===== config.mk =====
export PLATFORM = sky130hd
export DESIGN_NAME = voice_mix_sequencer
export DESIGN_NICKNAME = d
export VERILOG_FILES = /design/src/rtl/voice_mix_sequencer.sv
export SDC_FILE = /design/constraint.sdc
export NUM_CORES = 1
export LEC_CHECK = 0
export BUFFER_PORTS_ARGS = -buffer_cell sky130_fd_sc_hd__buf_2
export CAP_MARGIN = 20
export CELL_PAD_IN_SITES_DETAIL_PLACEMENT = 1
export CELL_PAD_IN_SITES_GLOBAL_PLACEMENT = 2
export CORE_ASPECT_RATIO = 1.5
export CORE_MARGIN = 2
export CORE_UTILIZATION = 37
export CTS_CLUSTER_SIZE = 25
export DETAILED_ROUTE_END_ITERATION = 12
export PLACE_DENSITY = 0.93
export SLEW_MARGIN = 20
export SYNTH_ARGS = -nofsm -noshare
export SYNTH_HDL_FRONTEND = slang
export SYNTH_SLANG_ARGS = --single-unit

===== constraint.sdc =====
create_clock -name ctl_clk -period 27.2 [get_ports ctl_clk]
set_input_delay 5.44 -clock ctl_clk [delete_from_list [all_inputs] [get_ports ctl_clk]]
set_output_delay 5.44 -clock ctl_clk [all_outputs]
set_load 0.02 [all_outputs]

===== src/rtl/voice_mix_sequencer.sv =====
// ---------------------------------------------------------------------------
// voice_mix_sequencer
//
// Mixes up to C_VOICES sample/gain pairs into one frame sum. For every
// enabled voice the operands are handed to an external shift-add multiplier.
// The product it returns is added to a wrapping C_WIDTH accumulator. A voice
// whose product never arrives is abandoned after C_TIMEOUT wait cycles, and
// the sticky err flag is raised.
//
// Ports
//   ctl_clk      in   clock, rising edge
//   reset        in   synchronous, active-high
//   start        in   frame request, only looked at while idle
//   samples      in   C_VOICES*C_WIDTH, voice i at [i*C_WIDTH +: C_WIDTH]
//   gains        in   C_VOICES*C_WIDTH, packed like samples
//   voice_en     in   C_VOICES per-voice enables
//   busy         out  high whenever the sequencer is not idle
//   mix_out      out  last completed frame sum, held between frames
//   mix_valid    out  one-cycle frame-complete strobe
//   err          out  sticky multiplier-timeout flag
//   mul_a/mul_b  out  multiplier operands
//   mul_trigger  out  operand-valid strobe
//   mul_ready    in   multiplier can accept operands
//   mul_done     in   one-cycle product-valid pulse
//   mul_y        in   product, low C_WIDTH bits
//   dbg_state    out  current FSM state encoding
//   dbg_index    out  current voice index
//
// Multiplier handshake: operands are offered with mul_trigger=1. They are
// taken on the rising edge where mul_trigger and mul_ready are both 1. The
// product is accepted only while waiting, on the edge where mul_done=1.
// mul_a/mul_b do not change from the offer until the wait ends.
// ---------------------------------------------------------------------------
module voice_mix_sequencer #(
  parameter int C_WIDTH   = 32,
  parameter int C_VOICES  = 4,
  parameter int C_TIMEOUT = 255
) (
  input  logic                          ctl_clk,
  input  logic                          reset,
  input  logic                          start,
  input  logic [C_VOICES*C_WIDTH-1:0]   samples,
  input  logic [C_VOICES*C_WIDTH-1:0]   gains,
  input  logic [C_VOICES-1:0]           voice_en,
  output logic                          busy,
  output logic [C_WIDTH-1:0]            mix_out,
  output logic                          mix_valid,
  output logic                          err,
  output logic [C_WIDTH-1:0]            mul_a,
  output logic [C_WIDTH-1:0]            mul_b,
  output logic                          mul_trigger,
  input  logic                          mul_ready,
  input  logic                          mul_done,
  input  logic [C_WIDTH-1:0]            mul_y,
  output logic [2:0]                    dbg_state,
  output logic [$clog2(C_VOICES+1)-1:0] dbg_index
);

  localparam int IW = $clog2(C_VOICES + 1);
  localparam int TW = (C_TIMEOUT > 1) ? $clog2(C_TIMEOUT + 1) : 1;

  typedef enum logic [2:0] {
    S_IDLE  = 3'd0,
    S_SCAN  = 3'd1,
    S_ISSUE = 3'd2,
    S_WAIT  = 3'd3,
    S_DONE  = 3'd4
  } state_t;

  state_t               r_state;
  logic [IW-1:0]        r_idx;
  logic [C_WIDTH-1:0]   r_acc;
  logic [C_WIDTH-1:0]   r_mix_out;
  logic                 r_mix_valid;
  logic                 r_err;
  logic [C_WIDTH-1:0]   r_mul_a;
  logic [C_WIDTH-1:0]   r_mul_b;
  logic                 r_mul_trigger;
  logic [TW-1:0]        r_tcnt;

  // Frame snapshot. Input changes after start cannot disturb a running frame.
  logic [C_WIDTH-1:0]   r_sample [C_VOICES];
  logic [C_WIDTH-1:0]   r_gain   [C_VOICES];
  logic [C_VOICES-1:0]  r_en;

  logic [C_WIDTH-1:0]   w_cur_sample;
  logic [C_WIDTH-1:0]   w_cur_gain;
  logic                 w_cur_en;
  logic                 w_last;
  logic [TW-1:0]        w_tcnt_inc;

  // r_idx reaches C_VOICES, which is one past the last voice, so the
  // selection is a compare-based mux rather than a direct array index.
  always_comb begin
    w_cur_sample = '0;
    w_cur_gain   = '0;
    w_cur_en     = 1'b0;
    for (int i = 0; i < C_VOICES; i++) begin
      if (r_idx == IW'(i)) begin
        w_cur_sample = r_sample[i];
        w_cur_gain   = r_gain[i];
        w_cur_en     = r_en[i];
      end
    end
  end

  assign w_last     = (r_idx == IW'(C_VOICES));
  assign w_tcnt_inc = r_tcnt + TW'(1);

  always_ff @(posedge ctl_clk) begin
    if (reset) begin
      r_state       <= S_IDLE;
      r_idx         <= '0;
      r_acc         <= '0;
      r_mix_out     <= '0;
      r_mix_valid   <= 1'b0;
      r_err         <= 1'b0;
      r_mul_a       <= '0;
      r_mul_b       <= '0;
      r_mul_trigger <= 1'b0;
      r_tcnt        <= '0;
      r_en          <= '0;
      for (int i = 0; i < C_VOICES; i++) begin
        r_sample[i] <= '0;
        r_gain[i]   <= '0;
      end
    end else begin
      r_mix_valid <= 1'b0;
      case (r_state)
        S_IDLE: begin
          if (start) begin
            for (int i = 0; i < C_VOICES; i++) begin
              r_sample[i] <= samples[i*C_WIDTH +: C_WIDTH];
              r_gain[i]   <= gains[i*C_WIDTH +: C_WIDTH];
            end
            r_en    <= voice_en;
            r_idx   <= '0;
            r_acc   <= '0;
            r_tcnt  <= '0;
            r_err   <= 1'b0;
            r_state <= S_SCAN;
          end
        end

        S_SCAN: begin
          if (w_last) begin
            r_mix_out <= r_acc;
            r_state   <= S_DONE;
          end else if (!w_cur_en) begin
            r_idx <= r_idx + IW'(1);
          end else begin
            // Operands are loaded here and left alone until the next voice
            // is offered, so they stay stable through the whole wait.
            r_mul_a       <= w_cur_sample;
            r_mul_b       <= w_cur_gain;
            r_mul_trigger <= 1'b1;
            r_state       <= S_ISSUE;
          end
        end

        S_ISSUE: begin
          if (mul_ready) begin
            r_mul_trigger <= 1'b0;
            r_state       <= S_WAIT;
          end
        end

        S_WAIT: begin
          if (mul_done) begin
            r_acc   <= r_acc + mul_y;
            r_idx   <= r_idx + IW'(1);
            r_tcnt  <= '0;
            r_state <= S_SCAN;
          end else if (w_tcnt_inc == TW'(C_TIMEOUT)) begin
            // Abandon the voice. Its product is not added to the sum.
            r_err   <= 1'b1;
            r_idx   <= r_idx + IW'(1);
            r_tcnt  <= '0;
            r_state <= S_SCAN;
          end else begin
            r_tcnt <= w_tcnt_inc;
          end
        end

        S_DONE: begin
          // The strobe is registered out of DONE. It shows up in the cycle
          // after DONE, which is also the first idle cycle. mix_out was
          // already loaded on the way into DONE.
          r_mix_valid <= 1'b1;
          r_state     <= S_IDLE;
        end

        default: r_state <= S_IDLE;
      endcase
    end
  end

  assign busy        = (r_state != S_IDLE);
  assign mix_out     = r_mix_out;
  assign mix_valid   = r_mix_valid;
  assign err         = r_err;
  assign mul_a       = r_mul_a;
  assign mul_b       = r_mul_b;
  assign mul_trigger = r_mul_trigger;
  assign dbg_state   = r_state;
  assign dbg_index   = r_idx;

endmodule

# [Yosys cells after proc, flatten, opt, wreduce, memory -nomap -nowiden]
# Memory sizes are Yosys's and may differ from the RTL's.
# Cells that the tools add are included.
[word_totals] wordCells=114 n_memories=2 inputBits=297 ff_bits=149 ram_bits=256 out_inout_bits=106
[classes] add_sub_neg=3 n_eq_ne=19 n_reduce_logical=15 bitwise=9 mux=55
[mem_list] memory="r_gain" words=4 width=32 rd=4 rd_ports_with_merged_regs=0 write_ports=4 line="83" text="logic [C_WIDTH-1:0] r_gain [C_VOICES];"
[mem_list] memory="r_sample" words=4 width=32 rd=4 rd_ports_with_merged_regs=0 write_ports=4 line="82" text="logic [C_WIDTH-1:0] r_sample [C_VOICES];"
[ops] cell="2-to-1 mux 32 bit" count=18
[ops] cell="one-hot mux 32 bit (2 select lines)" count=1
[ops] cell="2-to-1 mux 3 bit" count=11
[ops] cell="adder 32 bit" count=1
[ops] cell="2-to-1 mux 8 bit" count=3
[ops] cell="2-to-1 mux 1 bit" count=17
[ops] cell="!= test 2 bit (second input constant)" count=8
[ops] cell="one-hot mux 8 bit (2 select lines)" count=1
[ops] cell="equality test 3 x 2 -> 1 bit (second input constant)" count=4
[ops] cell="one-hot mux 3 bit (4 select lines)" count=1
[ops] cell="AND reduction 4 bit" count=3
[ops] cell="one-hot mux 3 bit (3 select lines)" count=1
[ops] cell="adder 8 x 1 -> 8 bit (second input constant)" count=1
[ops] cell="equality test 8 bit (second input constant)" count=1
[ops] cell="bitwise OR 1 bit" count=8
[ops] cell="equality test 3 x 1 -> 1 bit (second input constant)" count=2
[ops] cell="equality test 3 bit (second input constant)" count=2
[ops] cell="zero test 3 bit" count=2
[ops] cell="!= test 3 bit (second input constant)" count=2
[ops] cell="AND reduction 2 bit" count=3
[ops] cell="AND reduction 3 bit" count=2
[ops] cell="nonzero test 3 bit" count=2
[ops] cell="AND reduction 5 bit" count=1
[ops] cell="one-hot mux 1 bit (2 select lines)" count=2
[ops] cell="other kinds (3)" count=4

# [Logic depth before layout (Yosys ltp)]
[logic_depth] ltp_word=8 mapped_depth=11 ltp_nobuf=11

# [Worst setup path after synthesis]
# No wires, ideal clock.
[synth_timing] path_kind="in2reg" start="input port reset" end="register r_acc[22]" stages=4 setup_time_ps=117 required_time_ps=27083 setup_slack_ps=13643 n_path_buf=1 arrival_time_ps=13439 path_cell_list="nand2b_1 > nor2_1 > buf_2 > a32o_1"
[synth_lines] item="from (decl)" line="40" text="input logic reset,"
[synth_lines] item="to (signal assigned)" line="170" text="r_acc <= r_acc + mul_y;"
[synth_lines] item="to (decl)" line="72" text="logic [C_WIDTH-1:0] r_acc;"

# [Worst setup path after layout]
[layout_timing] start="input port mul_y[0]" end="register r_acc[22]"
[layout_between] elab_chain_cells=3
[layout_lines] item="from (decl)" line="54" text="input logic [C_WIDTH-1:0] mul_y,"
[layout_lines] item="adder 32 bit" line="170"
[layout_lines] item="2-to-1 mux 32 bit" line="169" text="if (mul_done) begin"
[layout_lines] item="one-hot mux 32 bit (2 select lines)" line="129" text="case (r_state)"
# No other way between the ends. The select of a mux whose other input is x is not followed.
# A chain may end at the register's enable or synchronous reset.

==> results.cfg <==
[run_status]
status = completed

[power]
sw_frac_of_total_pct = 27.68
p_clk_share_pct = 35.0
internal-power_w = 0.001136
vdd_drop_max_mv = 0.05995
finalPower_w = 0.001571
power.switching_w = 0.0004347
p_seq_share_pct = 49.0
p_comb_share_pct = 16.0
leakagePower_nw = 9.128
power.density_nw_per_um2 = 71.02

[timing]
hold_viol = 0
slew_headroom_pct = 33.17
rsz0062_at_grt = no
finalSetupTns_ns = 0
post-route-period-util_pct = 27.00
slew_viol_final = 0
final.setup_skew_ns = 0.02700
fin_ws_ns = 19.86
period_needed_ns = 7.345
max_freq_mhz = 136.2
setup_viol = 0
tightest_slew_ns = 1.001

[place]
numPortBuffers = 402
dp_hpwl_um = 38630
dp_worst_setup_slack_ns = 19.15
dpl.cell_count = 2652
place.gp.congestion = 0.8613

[layout]
stdcell_count = 2739
syn_to_final_growth_pct = 21.24
fill_cells = 5450
drive_above_1_share_pct = 25.11
layout.nets = 2375
post-route-util_pct = 45.43
regArea_um2 = 10670
multi_input_area_um2 = 7094

[cts]
postCtsSetupRepairBufs = 0
clkTransAtPathRegs_ns = 0.06
cts_tree = built
clk_latency_ns = 0.55
clock-sinks = 405
clockBufferDepth = 3
cts_resized = 0
htreeDepth = 2
holdBufCountCts = 0
cts_buffers = 40
cts_root_buffer = clkbuf_16

[critical_path]
start_kind = input port
worstPathMaxFanout = 4
critPathKind = in -> reg
worstPathArrival_ns = 7.77
worstSetupEndpointType = register
worst_ep_required_time_ns = 27.63

[synth]
synth_compound_area_share_pct = 14.76
synthCells = 1698
ys_seq_elements = 405
synth-simple-area-share_pct = 19.55
syn_nets = 2034
synth-xor-area-share_pct = 1.104
synthMuxAreaShare_pct = 0.3910
synth_top_family_by_area = simple AND/OR/NAND/NOR gates
synth_adder_area_share_pct = 2.716
syn_area_um2 = 18240
ys_warn_count = 0
ys_seq_area_share_pct = 58.50
async_reset_ff_share_pct = 0
avgSynthCellArea_um2 = 10.74
synth_edf_count = 256
ys.flop_type = edfxtp_1
synth_cell_types = 73

[drt]
via_count = 14402
wl_per_cell_um = 20.25
routed_wl_um = 55460
drt-initial-drc-count = 702
drc = 0
avgViaCountPerCell = 5.258
drtAntennaViolNets = 0
firstDrtPassIters = 5

[floorplanning]
initial_utilization_pct = 37.47
die_h_um = 275.9
io-pin-count = 403
dieArea_um2 = 51130
fp.dieW_um = 185.3
num_rows = 99
core_um2 = 48680

[global_routing]
grt-ovfl-total = 0
grt_pass1_wl_um = 83750
antenna_found_initial = 17
grt.total_usage_pct = 21.17
grt_max_degree = 257
grt_pass1_vias = 15402

[hold_path]
hp-class = reg -> reg

[flow_run]
cap_violations = 0
power groups by stage:
stage	sequential, W	clock [W]	combinational (W)
finish	0.000770	0.000549	0.000252
global route	0.000776	0.000585	0.000278
CTS	0.000770	0.000562	0.000253
detailed placement	0.000783	0	0.000251
global placement	0.000777	0	0.000241
floorplan	0.000795	0	0.000155
worst max-delay path, cell delays in order:
cell,delay [ns]
buf_2,0.08
ha_1,0.20
inv_1,0.07
fa_1,0.39
nor2b_1,0.18
o2111ai_1,0.16
a21boi_2,0.30
nand2_2,0.14
a21oi_1,0.26
o21ai_1,0.14
a21o_1,0.17
a32o_1,0.25
cell usage after synthesis, drive strengths merged (13+ instances only):
library cell,count,area share [%]
and2,259,8.9
edfxtp,256,42
nor2,189,3.9
a21oi,149,4.2
dfxtp,149,16
nand2,117,2.4
clkbuf,89,1.8
a211oi,69,2.9
nor3,69,1.9
a221oi,66,3.2
ha,38,2.6
o21ai,34,0.97
buf,29,0.86
a21o,17,0.70
a22oi,15,0.64
inv,14,0.29
xnor2,14,0.67
nand3,13,0.38
path summary, 6_finish.rpt:
check                                  start         end  slack, ns  cells after the start
worst max-delay path                mul_y[0]   r_acc[22]      19.86                     12
worst min-delay path              mix_out[0]  mix_out[0]       0.45                      2
worst max register to register  dbg_index[2]    mul_b[8]      23.63                      8
worst min register to register    mix_out[0]  mix_out[0]       0.45                      2
flip-flops by register name, summed over array words and instances (netlist names):
signal,cells
mix_out,32
r_acc,32
r_en,4
dbg_index,3
dbg_state,3
r_sample,128
mix_valid,1
mul_a,32
r_tcnt,8
err,1
mul_b,32
r_gain,128
mul_trigger,1
stage by stage:
step | hold WS (ns) | cell area [µm²]
detailed placement | 0.4449 | 20780
global placement | 0.4405 | 20780
floorplan | 0.4364 | 18240
global route | 0.4767 | 22110
CTS | 0.4527 | 22060
finish | 0.4511 | 22120
layout make-up:
class,count,area share (%)
inverters,14,0.2376
multi-input cells,1161,32.08
clock inverters,23,1.013
well taps,656,3.711
repair buffers,417,9.821
diodes,12,0.1358
flip-flops and latches,405,48.25
clock buffers,51,4.758
routing by layer:
layer / wire length, µm / global-route usage, %
met5: 45 / 0
met3: 3278 / 4.077
met4: 2157 / 8.960
met1: 21370 / 23.88
met2: 28610 / 38.72
cells by family after synthesis:
kind of cell    after synthesis
mux                           7
flops                       405
simple gates                699
xor+xnor                     23
compound gates              393
fa+ha+maj                    39
buf+inv                     132
placed cells by master (no fill, tap or decap), drive strengths merged, types with 15 or more instances in the layout:
cell type / Yosys / routed
and2: 259 / 259
ha: 38 / 38
a211oi: 69 / 69
clkinv: 0 / 15
a21oi: 149 / 149
inv: 14 / 17
clkbuf: 89 / 51
o21ai: 34 / 34
a221oi: 66 / 66
nand2: 117 / 117
nor2: 189 / 189
a21o: 17 / 17
nor3: 69 / 69
edfxtp: 256 / 256
buf: 29 / 417
a22oi: 15 / 15
dfxtp: 149 / 149
Power figures use the tool's default switching activity.
